File: config.mk
export PLATFORM = sky130hd
export DESIGN_NAME = tinyalu
export DESIGN_NICKNAME = d
export VERILOG_FILES = /design/src/rtl/tinyalu.sv
export SDC_FILE = /design/constraint.sdc
export NUM_CORES = 1
export LEC_CHECK = 0
export CAP_MARGIN = 40
export CORE_MARGIN = 2
export CORE_UTILIZATION = 55
export DETAILED_ROUTE_END_ITERATION = 6
export MAX_ROUTING_LAYER = met4
export PLACE_DENSITY = 0.73
export SLEW_MARGIN = 25
export SYNTH_ARGS = -nofsm -noshare
export SYNTH_HDL_FRONTEND = slang
export SYNTH_SLANG_ARGS = --single-unit
File: constraint.sdc
create_clock -name clk -period 12.7 [get_ports clk]
set_input_delay 2.54 -clock clk [delete_from_list [all_inputs] [get_ports clk]]
set_output_delay 2.54 -clock clk [all_outputs]
set_load 0.005 [all_outputs]
File: src/rtl/tinyalu.sv
// Sequenced 8-bit ALU: 1-cycle add/and/xor, 3-cycle multiply, one-cycle done pulse.
// Optional subtract on op=5 is built only when TINYALU_SUB_EN is defined.
//
// state | meaning
// IDLE  | waiting for start; 1-cycle ops complete directly from here
// MUL1  | operands captured, first multiply cycle
// MUL2  | product registered into result on leaving this state
module tinyalu (
    input  logic        clk,
    input  logic        reset_n,
    input  logic [7:0]  A,
    input  logic [7:0]  B,
    input  logic [2:0]  op,
    input  logic        start,
    output logic        done,
    output logic [15:0] result
);

    typedef enum logic [1:0] {
        IDLE = 2'd0,
        MUL1 = 2'd1,
        MUL2 = 2'd2
    } state_t;

    state_t      state;
    state_t      state_next;
    logic [7:0]  a_q;
    logic [7:0]  b_q;
    logic [15:0] result_next;
    logic        done_next;
    logic        capture;
    logic [8:0]  sum9;
    logic [15:0] product;

    assign sum9    = {1'b0, A} + {1'b0, B};
    assign product = {8'b0, a_q} * {8'b0, b_q};

    always_comb begin
        state_next  = state;
        result_next = result;
        done_next   = 1'b0;
        capture     = 1'b0;
        case (state)
            IDLE: begin
                // Inputs are only looked at when start is high in IDLE.
                if (start) begin
                    case (op)
                        3'd1: begin
                            result_next = {7'b0, sum9};
                            done_next   = 1'b1;
                        end
                        3'd2: begin
                            result_next = {8'b0, A & B};
                            done_next   = 1'b1;
                        end
                        3'd3: begin
                            result_next = {8'b0, A ^ B};
                            done_next   = 1'b1;
                        end
                        3'd4: begin
                            capture    = 1'b1;
                            state_next = MUL1;
                        end
`ifdef TINYALU_SUB_EN
                        3'd5: begin
                            result_next = {8'b0, A} - {8'b0, B};
                            done_next   = 1'b1;
                        end
`endif
                        3'd7: begin
                            result_next = 16'h0000;
                        end
                        default: begin
                        end
                    endcase
                end
            end
            MUL1: begin
                state_next = MUL2;
            end
            MUL2: begin
                result_next = product;
                done_next   = 1'b1;
                state_next  = IDLE;
            end
            default: begin
                state_next = IDLE;
            end
        endcase
    end

    // reset_n is active-high despite its name.
    always_ff @(posedge clk) begin
        if (reset_n) begin
            state  <= IDLE;
            result <= 16'h0000;
            done   <= 1'b0;
            a_q    <= 8'h00;
            b_q    <= 8'h00;
        end else begin
            state  <= state_next;
            result <= result_next;
            done   <= done_next;
            if (capture) begin
                a_q <= A;
                b_q <= B;
            end
        end
    end

endmodule

==> out/metrics.cfg <==
[clock_tree]
cts_tree=done
cts_resized=0
clk_pin_slew_ns=0.08
cts_buffer_depth=2
cts_hold_buffers=0
postCtsSetupBuffers=0
root_buffer=clkbuf_8
h-tree-depth=2
cts_num_sinks=35
cts_buffers=5
clk_latency_ns=0.29

[synthesis]
synth_seq_cells=35
avgSynthCellArea_um2=8.80
ys.flop_type=dfxtp_1
synth_edf_count=0
synthesis.nets=542
synth.distinct_cells=46
syn_area_mm2=0.00386
synth_cells=439
yosysWarningCount=0
synth-seq-area-share_pct=18.1
async_flop_share_pct=0

[critical_path]
crit_type=reg -> reg
reg2reg_setup_slack_ns=7.84
worst_path_max_delay_cell=dfxtp_1
worst_path_largest_cell_delay_ns=0.55
rr_endpoint=result[12]$_SDFFE_PP0P_
cpMostUsedCell=fa_1
crit_chain=nand2_1 > fa_1 > fa_1 > inv_1 > fa_1 > inv_1 > fa_1 > inv_1 > ha_1 > a21oi_1 > o311ai_0 > a21oi_1 > mux2i_1 > o311ai_0 > a22o_1
path_max_fanout=9
critPathBufInv=3
endpoint_kind=flip-flop
cp.arrival_ns=5.05
cp-start-kind=flip-flop
r2r_start=a_q[0]$_SDFFE_PP0P_
worstPathRequired_ns=12.89
rr_worst_depth=15
crit_family=adder cells

[outcome]
status=completed

[sta]
worstMarginPinSlew_ns=0.645
post-route-period-util_pct=38.3
rsz0062_at_grt=no
setup_viol=0
max_slew_margin_pct=56.6
hold_slack_ns=0.464
fin_crit_ns=4.86
setup_slack_ns=7.84
fin_skew_ns=0.00803
slew_viol_final=0
fin_tns_setup_ns=0
clock.fmax_ghz=0.206
final_hold_viol_count=0

[pwr]
p_clk_share_pct=38.8
powerDensity_mw_per_mm2=61.5
peakVddDrop_mv=0.0620
p_comb_share_pct=18.3
p_switching_uw=72.5
p_int_uw=202
leakage_uw=0.00223
pwr-share-seq_pct=42.9
p_total_uw=274
switching_share_pct=26.4

[drt]
routed_wl_um=9040
via_per_inst=5.60
vias=3218
ant_nets=0
dr.pass1.iters=4
drtIter0Drc=164
drt-wirelength-per-cell_um=15.7
drc=0

[placement]
pre_cts_slack_ns=7.70
dp_hpwl_um=7050
io_buffers=38
gp_congestion=0.876

[floorplanning]
die_h_um=87.8
core_area_mm2=0.00679
initial_utilization_pct=56.8
row_count=30
dieArea_mm2=0.00771
ioPinCount=39
die_w_um=87.8

[global_route]
grt_pass1_wl_um=15500
antenna_found_initial=0
grt_pass1_vias=3202
grt_max_degree=20
globalRoute.totalOverflow=0
grtUsageTotal_pct=26.4

[worst_hold_path]
hp-class=reg -> reg
hp-start=result[3]$_SDFFE_PP0P_
hold_depth=2
hold-path-endpoint=result[3]$_SDFFE_PP0P_

[cells_and_area]
nNetsFinal=581
diodes=0
layout_common_cells=55 x inv_1, 50 x and2_1, 44 x ha_1
area_delta_synth_final_pct=15.4
drive_gt1_share_pct=3.76
final_common_cell=inv_1

[job]
maxCapViolations=0

==> power by group through the flow <==
stage          registers (µW)  logic (µW)  clock network (µW)
6_report                  118        50.1                 106
4_1_cts                   118        49.6                 108
2_1_floorplan             119        29.9                   0
3_5_place_dp              120        49.3                   0
5_1_grt                   118        55.0                 111
3_3_place_gp              120        48.1                   0
==> sequential cells by signal (all words and copies together) (netlist names) <==
signal	flops
a_q	8
b_q	8
done	1
result	16
state	2
==> layout make-up <==
class | count | area (µm²)
clock buffers | 6 | 82.6
clock inverters | 2 | 35.0
fillers | 580 | 2340
inverters | 56 | 210
multi-input cells | 340 | 2910
flip-flops and latches | 35 | 701
well taps | 96 | 120
repair buffers | 40 | 403
==> tightest hold or removal path: stages (launching register included) <==
cell and delay, ns:
dfxtp_1 0.31, nand2_1 0.05, a21oi_1 0.05
==> logic make-up (layout without fill, tap and decap cells) <==
kind of cell | Yosys count | in the layout | synth area share [%]
mux | 21 | 21 | 5.44
flops | 35 | 35 | 18.1
compound gates | 83 | 83 | 14.6
xor+xnor | 12 | 12 | 2.72
buf+inv | 64 | 104 | 6.61
simple gates | 142 | 142 | 18.7
fa+ha+maj | 82 | 82 | 33.7
==> synthesized netlist by cell type, types with 2 or more instances <==
| cell | count | area, µm² |
|---|---|---|
| dfxtp_1 | 35 | 701 |
| fa_1 | 37 | 741 |
| nand2_1 | 22 | 82.6 |
| ha_1 | 44 | 551 |
| a311oi_1 | 2 | 17.5 |
| clkbuf_1 | 3 | 11.3 |
| a22o_1 | 7 | 61.3 |
| nand4_1 | 3 | 18.8 |
| o21ai_0 | 18 | 90.1 |
| nor3_1 | 9 | 45.0 |
| o211ai_1 | 2 | 15.0 |
| and2_1 | 50 | 313 |
| o21bai_1 | 2 | 15.0 |
| o221ai_1 | 3 | 26.3 |
| a21o_1 | 7 | 52.6 |
| a211oi_1 | 7 | 52.6 |
| nor2b_1 | 2 | 12.5 |
| or2_2 | 2 | 12.5 |
| nor3b_1 | 2 | 15.0 |
| nand2b_1 | 4 | 25.0 |
| o21a_1 | 4 | 30.0 |
| nor2_1 | 42 | 158 |
| a2111oi_0 | 2 | 17.5 |
| o311ai_0 | 2 | 17.5 |
| a21oi_1 | 20 | 100 |
| inv_1 | 55 | 206 |
| xnor2_1 | 6 | 52.6 |
| buf_2 | 3 | 15.0 |
| xor2_1 | 6 | 52.6 |
| nand3b_1 | 2 | 15.0 |
| mux2i_1 | 21 | 210 |
==> per-stage QoR <==
| stage | utilization (%) | instances | instance area (µm²) |
|---|---|---|---|
| 2_1_floorplan | - | 439 | 3860 |
| 3_3_place_gp | 63.6 | 566 | 4320 |
| 3_5_place_dp | 63.9 | 567 | 4340 |
| 4_1_cts | 65.6 | 575 | 4460 |
| 5_1_grt | 65.6 | 575 | 4460 |
| 6_report | 65.6 | 575 | 4460 |
==> per-layer routing <==
metal  up-vias  track usage (%)  wire length (µm)
met1      1551             37.3              4320
met4         0             6.71                87
met3        10             4.05               492
met5         -                -                 0
li1       1555                -                 -
met2       102             39.7              4140
==> how the worst max path moves through the flow <==
stage,start,to,slack (ns),depth (start not counted)
2_1_floorplan,A[0],result[8]$_SDFFE_PP0P_,8.41,9
3_3_place_gp,A[0],result[8]$_SDFFE_PP0P_,7.78,10
3_5_place_dp,B[0],result[8]$_SDFFE_PP0P_,7.70,10
4_1_cts,a_q[0]$_SDFFE_PP0P_,result[12]$_SDFFE_PP0P_,7.88,15
5_1_grt,a_q[0]$_SDFFE_PP0P_,result[12]$_SDFFE_PP0P_,7.58,15
6_report,a_q[0]$_SDFFE_PP0P_,result[12]$_SDFFE_PP0P_,7.84,15
Note: power is estimated with default switching activity, not from simulation.
